===== src/rtl/tt_sweep_pkg.sv =====
// Shared types and defaults for the truth-table sweep capture block.
// The optional popcount is enabled by defining TT_SWEEP_CAPTURE_POPCOUNT_EN.
package tt_sweep_pkg;

    typedef enum logic [1:0] {
        IDLE = 2'd0,
        RUN  = 2'd1,
        HOLD = 2'd2
    } state_t;

    localparam int NIN_DEF    = 7;
    localparam int SETTLE_DEF = 0;
    localparam int SETTLE_W   = 4;

endpackage


===== src/rtl/tt_sweep_fsm.sv =====
// Sweep sequencer: walks idx through every input vector, dwelling SETTLE+1
// cycles on each, and strobes the capture stage at the end of each dwell.
module tt_sweep_fsm
    import tt_sweep_pkg::*;
#(
    parameter int NIN    = NIN_DEF,
    parameter int SETTLE = SETTLE_DEF
) (
    input  logic           clk,
    input  logic           rst_n,
    input  logic           start,
    input  logic           ack,
    output logic           clear,
    output logic           sample,
    output logic           last,
    output logic           busy,
    output logic [NIN-1:0] x_o
);

    localparam logic [NIN-1:0]      IDX_ONE  = NIN'(1);
    localparam logic [NIN-1:0]      IDX_LAST = '1;
    localparam logic [SETTLE_W-1:0] W_ONE    = SETTLE_W'(1);
    localparam logic [SETTLE_W-1:0] W_TOP    = SETTLE_W'(SETTLE);

    state_t              state;
    state_t              state_nxt;
    logic [NIN-1:0]      idx;
    logic [SETTLE_W-1:0] wcnt;

    always_ff @(posedge clk or negedge rst_n) begin
        if (!rst_n) state <= IDLE;
        else        state <= state_nxt;
    end

    always_comb begin
        state_nxt = state;
        case (state)
            IDLE:    if (start) state_nxt = RUN;
            RUN:     if (last)  state_nxt = HOLD;
            HOLD:    if (ack)   state_nxt = IDLE;
            default:            state_nxt = IDLE;
        endcase
    end

    always_comb begin
        clear  = (state == IDLE) && start;
        sample = (state == RUN) && (wcnt == W_TOP);
        last   = sample && (idx == IDX_LAST);
        busy   = (state != IDLE);
    end

    // idx wraps to 0 on the final sample, so x_o already reads 0 in HOLD/IDLE.
    always_ff @(posedge clk or negedge rst_n) begin
        if (!rst_n) begin
            idx  <= '0;
            wcnt <= '0;
        end else if (clear) begin
            idx  <= '0;
            wcnt <= '0;
        end else if (state == RUN) begin
            if (sample) begin
                idx  <= idx + IDX_ONE;
                wcnt <= '0;
            end else begin
                wcnt <= wcnt + W_ONE;
            end
        end
    end

    assign x_o = idx;

endmodule


===== src/rtl/tt_sweep_capture.sv =====
// Truth-table capture stage: drives every input vector, records f_i per vector
// and offers the table downstream. TT_SWEEP_CAPTURE_POPCOUNT_EN adds ones_o.
module tt_sweep_capture
    import tt_sweep_pkg::*;
#(
    parameter int NIN    = NIN_DEF,
    parameter int SETTLE = SETTLE_DEF
) (
    input  logic                  clk,
    input  logic                  rst_n,
    input  logic                  start,
    output logic                  busy,
    output logic [NIN-1:0]        x_o,
    input  logic                  f_i,
    output logic [(1<<NIN)-1:0]   tt_o,
    output logic                  tt_valid,
    input  logic                  tt_ready
`ifdef TT_SWEEP_CAPTURE_POPCOUNT_EN
    ,
    output logic [NIN:0]          ones_o
`endif
);

    logic clear;
    logic sample;
    logic last;
    logic ack;

    assign ack = tt_valid && tt_ready;

    tt_sweep_fsm #(
        .NIN    (NIN),
        .SETTLE (SETTLE)
    ) u_fsm (
        .clk    (clk),
        .rst_n  (rst_n),
        .start  (start),
        .ack    (ack),
        .clear  (clear),
        .sample (sample),
        .last   (last),
        .busy   (busy),
        .x_o    (x_o)
    );

    always_ff @(posedge clk or negedge rst_n) begin
        if (!rst_n)      tt_o <= '0;
        else if (clear)  tt_o <= '0;
        else if (sample) tt_o[x_o] <= f_i;
    end

    always_ff @(posedge clk or negedge rst_n) begin
        if (!rst_n)    tt_valid <= 1'b0;
        else if (last) tt_valid <= 1'b1;
        else if (ack)  tt_valid <= 1'b0;
    end

`ifdef TT_SWEEP_CAPTURE_POPCOUNT_EN
    localparam logic [NIN:0] ONES_ONE = (NIN+1)'(1);

    always_ff @(posedge clk or negedge rst_n) begin
        if (!rst_n)              ones_o <= '0;
        else if (clear)          ones_o <= '0;
        else if (sample && f_i)  ones_o <= ones_o + ONES_ONE;
    end
`endif

endmodule


===== config.mk =====
export PLATFORM = sky130hd
export DESIGN_NAME = tt_sweep_capture
export DESIGN_NICKNAME = d
export VERILOG_FILES = /design/src/rtl/tt_sweep_pkg.sv /design/src/rtl/tt_sweep_fsm.sv /design/src/rtl/tt_sweep_capture.sv
export SDC_FILE = /design/constraint.sdc
export NUM_CORES = 1
export LEC_CHECK = 0
export ABC_AREA = 1
export CELL_PAD_IN_SITES_DETAIL_PLACEMENT = 1
export CELL_PAD_IN_SITES_GLOBAL_PLACEMENT = 1
export CORE_ASPECT_RATIO = 0.7
export CORE_UTILIZATION = 41
export CTS_BUF_LIST = sky130_fd_sc_hd__clkbuf_4 sky130_fd_sc_hd__clkbuf_8
export CTS_CLUSTER_SIZE = 20
export DETAILED_ROUTE_END_ITERATION = 10
export PLACE_DENSITY = 0.84
export SLEW_MARGIN = 20
export SYNTH_ARGS = -nofsm -noshare
export SYNTH_HDL_FRONTEND = slang
export SYNTH_SLANG_ARGS = --single-unit
export TNS_END_PERCENT = 20

===== constraint.sdc =====
create_clock -name clk -period 3.8 [get_ports clk]
set_input_delay 0.76 -clock clk [delete_from_list [all_inputs] [get_ports clk]]
set_output_delay 0.76 -clock clk [all_outputs]
set_load 0.05 [all_outputs]

# Yosys cells after proc, flatten, opt, wreduce, memory -nomap -nowiden
# Index checks and enable logic that the tools add are counted.
[classes]
n_shift = 0
magnitude_cmp = 2
n_bitwise = 0
div = 0
reduce_logical = 13
add_sub_neg = 2
n_eq_ne = 6
mux = 17
mul = 0
[ops]
columns = ["op", "n"]
rows = [
  ["two-way mux 128 bit", 2],
  ["bitwise mux 128 bit", 1],
  ["two-way mux 7 bit", 3],
  ["two-way mux 4 bit", 3],
  ["< comparator 7 x 8 -> 1 bit, second input constant", 1],
  ["nonzero test 2 bit", 4],
  ["adder 7 x 1 -> 7 bit, second input constant", 1],
  ["demux 1 bit (select 7 bit)", 1],
  ["== test 7 bit, second input constant", 1],
  [">= comparator 7 x 1 -> 1 bit, second input constant", 1],
  ["two-way mux 2 bit", 3],
  ["!= test 2 bit, second input constant", 3],
  ["case mux 2 bit (3 select lines)", 1],
  ["logical AND 1 bit", 5],
  ["adder 4 x 1 -> 4 bit, second input constant", 1],
  ["logical NOT 4 bit", 1],
  ["two-way mux 1 bit", 3],
  ["AND reduction 3 bit", 1],
  ["== test 2 x 1 -> 1 bit, second input constant", 1],
  ["== test 2 bit, second input constant", 1],
  ["logical NOT 2 bit", 1],
  ["AND reduction 2 bit", 1],
]
[totals]
in_bits = 5
latchBits = 0
register_bits = 142
word_cells = 45
romBits = 0
out_inout_bits = 137
ram_bits = 0
mem_count = 0

# Logic depth before layout (Yosys ltp)
[depth]
ltp_word = 7
mapped_depth = 10
ltp_nobuf = 8

# Hierarchy
# From an unflattened synthesis, not the netlist that was laid out.
[hier_totals]
cells_unflattened = 1080
hier_area_um2 = 7602.3
[by_module_without_submodules]
columns = ["module", "seq_area_each_um2", "area_each_um2", "instances", "cells_each"]
rows = [
  ["tt_sweep_capture", 3228.1, 6842.8, 1, 983],
  ["tt_sweep_fsm", 325.3, 759.5, 1, 97],
]

# Least setup slack after synthesis
# No wires, ideal clock.
[synth_path]
path_type = "flip-flop to flip-flop"
from = "register u_fsm.idx[2] (netlist: u_fsm.x_o[2])"
to = "register tt_o[70]"
stages_incl_launch_ff = 10
required_ns = 3.687
slack_ns = 2.068
synth_period_minus_slack_ns = 1.732
arrival_time_ns = 1.619
setup_ns = 0.113
path_buffers = 2
cell_sequence = "dfrtp_1 -> buf_4 -> nand2_1 -> inv_1 -> nand2_1 -> buf_2 -> nor2_1 -> nand3_1 -> nand2_1 -> inv_1"
[synth_via]
elab_chain_len = 7
word_cells_on_any_way = 8
classes_between = "order compare (2); mux (5); reduce/logical (1)"
[synth_lines]
columns = ["item", "line", "source"]
rows = [
  ["from (decl)", "tt_sweep_fsm.sv:27", "logic [NIN-1:0] idx;"],
  ["from (signal assigned)", "tt_sweep_fsm.sv:62", "idx <= idx + IDX_ONE;"],
  ["< comparator 7 x 8 -> 1 bit (implied by the code) or >= comparator 7 x 1 -> 1 bit (tied branches)", "tt_sweep_capture.sv:49", "else if (sample) tt_o[x_o] <= f_i;"],
  ["logical AND 1 bit (implied by the code)", "tt_sweep_capture.sv:49", ""],
  ["two-way mux 1 bit (implied by the code)", "tt_sweep_capture.sv:49", ""],
  ["demux 1 bit (select 7 bit) *", "tt_sweep_capture.sv:49", ""],
  ["bitwise mux 128 bit *", "tt_sweep_capture.sv:49", ""],
  ["two-way mux 128 bit *", "tt_sweep_capture.sv:49", ""],
  ["two-way mux 128 bit *", "tt_sweep_capture.sv:48", "else if (clear) tt_o <= '0;"],
  ["to (signal, indexed assignment)", "tt_sweep_capture.sv:49", ""],
  ["to (decl)", "tt_sweep_capture.sv:15", "output logic [(1<<NIN)-1:0] tt_o,"],
]
# Every way passes the cells marked *; elsewhere a longest branch is shown, timed or not. The select of a mux whose other input is x is not followed.
# A chain may end at the register's enable or synchronous reset.

# Worst setup path in the final report
[layout_path]
from = "register u_fsm.idx[0] (netlist: u_fsm.x_o[0])"
to = "output x_o[0]"
[layout_lines]
columns = ["item", "line", "source"]
rows = [
  ["to (decl)", "tt_sweep_capture.sv:13", "output logic [NIN-1:0] x_o,"],
]
# No word-level cell between the ends.

==> results.txt <==
status: complete, no violations
Rows: 42
Die ar.: 0.0200 mm^2
Synth Area in Simple Gates: 42.6%
Netlist cell types: 16
Final GP Congestion: 0.780
largest family of logic cells by synthesized area: simple AND/OR/NAND/NOR gates
clk buf depth: 2
CP top delay family: buffers and inverters
vias in the first global route: 8056
clock power share: 25.2%
Post-CTS Setup Inserts: 0
PwrDens: 557 mW/mm^2
#FFs+latches synth: 142
Final Skew: 0.0152 ns
CP Class: flip-flop to output pin
first-pass GRT wire length: 41100 um
Area contributors post-synth: dfrtp_1 (45%), nand2_1 (26%), nand3_1 (9.0%)
IO Count: 142
drt first pass iters: 4
crit end category: output pin
nets: 1339
count of pins over their slew limit: 0
EDFF count, synth: 0
Slew HR: 23.5%
RSZ-0062 raised after global routing: false
PnR worst setup slack: 1.06 ns
Tightest Hold Check Type: input pin to asynchronous set/reset pin
layout cell share with drive strength beyond 1: 3.80%
ANT cells: 0
max-cap violation count: 0
fillcell total: 2535
Clock Latency Late Sink: 0.46 ns
via/cell ratio: 5.01
sequential element share of the synthesized area: 44.6%
CP Data Arrival Time: 1.98 ns
maximum vdd drop: 0.000378 V
Syn Inst Count: 1226
total power: 0.00555 W
CTS tree: done
Sequential Power Share: 34.1%
critical path buffer and inverter count: 1
fin crit share: 72.2%
Post-Synth XOR/XNOR Area: 0.220%
P&R area growth vs syn: 24.9%
DRC: 0
Placement Setup Slack: 1.19 ns
DR WL/cell: 15.6 um
complex-gate fraction of the synthesized area: 0.691%
clk slew on worst S/H paths: 0.08 ns
NetSw: 0.00253 W
Routed Antenna Nets: 0
1st-iter DRT viols: 543
Area after DPL: 0.00951 mm^2
Crit path largest cell delay: 0.92 ns
setup tns final: 0 ns
final WL: 25100 um
Root Driver: clkbuf_8
hpwl dp: 15900 um
Comb pwr share: 40.6%
crit path time final: 2.74 ns
Fin. Hold Viols: 0
total track usage: 26.3%
Achievable Freq: 0.364 GHz
Slowest-stage cell, CP: clkdlybuf4s50_1
H-Tree Depth: 4
antenna violations before repair: 0
clock buffer count from CTS: 17
CP Data Required Time: 3.04 ns
crit-path cells: clkdlybuf4s50_1
P_leak: 5.50 nW
Synth async-reset ratio: 100%
Synth Area in Adders: 0.471%
Int Power: 0.00302 W
Synth Net Count: 1234
CTS Sinks: 142
syn avg cell area: 6.50 um^2
Yosys warning count: 0
Primary FF master, synth: dfrtp_1
IO Port Bufs: 141
Overflow after GRT: 0
area leader, netlist: dfrtp_1
Worst Tran Pin Value: 1.14 ns
CP Max Fanout: 12
Switching Fraction: 45.6%
Post-synth top cells: nand2_1 (558), inv_1 (149), nand3_1 (143)
Setup-failing EPs final: 0
cell area after layout: 0.00995 mm^2
Die W: 169 um
cell with the most instances after synthesis: nand2_1
Worst setup SP type: flip-flop
CTS Hold Bufs: 0
via count: 8041
Starting Density: 42.0%
Die Y: 119 um
cts repair resizes: 0
largest net degree at the start of global routing: 129
mux cell area share after synthesis: 0%
floorplan core area: 0.0190 mm^2
top cell type's share of synthesized area: 44.6%
Mapped Area: 0.00797 mm^2
[cell type report]
| class | count | area [um^2] | area share (%) |
|---|---|---|---|
| sequential | 142 | 3550 | 35.7 |
| clock inverter | 9 | 158 | 1.58 |
| inverter | 150 | 563 | 5.66 |
| timing repair buffer | 155 | 1530 | 15.4 |
| tap | 264 | 330 | 3.32 |
| clock buffer | 21 | 289 | 2.90 |
| multi-input combinational | 865 | 3530 | 35.5 |
[metrics by stage]
stage          util, %  hold slack [ns]  cells
6_report          52.5            0.391   1606
5_1_grt           52.5            0.499   1606
4_1_cts           52.5            0.452   1606
3_5_place_dp      50.1            0.552   1576
3_3_place_gp      50.1            0.527   1576
2_1_floorplan        -            0.464   1226
[power groups by stage]
| stage | Sequential, W | Combinational (W) | Clock (W) |
|---|---|---|---|
| 2_1_floorplan | 0.00244 | 0.000982 | 0 |
| 6_report | 0.00189 | 0.00225 | 0.00140 |
| 4_1_cts | 0.00189 | 0.00226 | 0.00143 |
| 3_3_place_gp | 0.00192 | 0.00220 | 0 |
| 5_1_grt | 0.00192 | 0.00243 | 0.00149 |
| 3_5_place_dp | 0.00192 | 0.00225 | 0 |
[routing by layer]
metal	global-route usage, %	share of wire (%)	vias up
met3	4.22	4.5	35
li1	-	-	3877
met5	0	0	-
met1	35.8	47	3935
met2	42.7	47	194
met4	8.47	1.8	0
[state kept, by name (all words and copies together), names as in the netlist]
name         count
tt_valid         1
tt_o           128
u_fsm.state      2
u_fsm.wcnt       4
u_fsm.x_o        7
[kinds of logic after synthesis]
group	count (synthesis)
AOI/OAI and AO/OA	11
xor gates and xnor gates	2
adders and majority gates	3
buffers and inverters	219
DFF	142
and+or+nand+nor	849
[placed cells by master (no fill, tap or decap)]
cell type          n
buf_12             1
clkdlybuf4s50_1  140
o21ai_0           11
ha_1               3
nor2_1           139
inv_2              1
nand2_2            1
clkinv_2           1
nand3_4            1
bufinv_16          4
nand4_1            6
clkbuf_8          21
buf_4             13
nand2_1          557
xor2_1             2
nand2_4            1
inv_1            149
clkinv_4           1
inv_6              1
clkinvlp_4         2
nand3_1          142
nor2_4             2
buf_6              1
dfrtp_1          142
[worst paths after layout]
check	endpoint	slack, ns	cells after the start	start
worst min register to register	tt_valid	0.56	2	tt_valid
max in group asynchronous	tt_o[111]	2.46	2	rst_n
worst max-delay path	x_o[0]	1.06	1	u_fsm.x_o[0]
min in group clk	tt_valid	0.56	2	tt_valid
worst max register to register	tt_o[83]	1.37	5	u_fsm.x_o[0]
worst min-delay path	tt_o[95]	0.39	1	rst_n
Power figures use the tool's default switching activity.
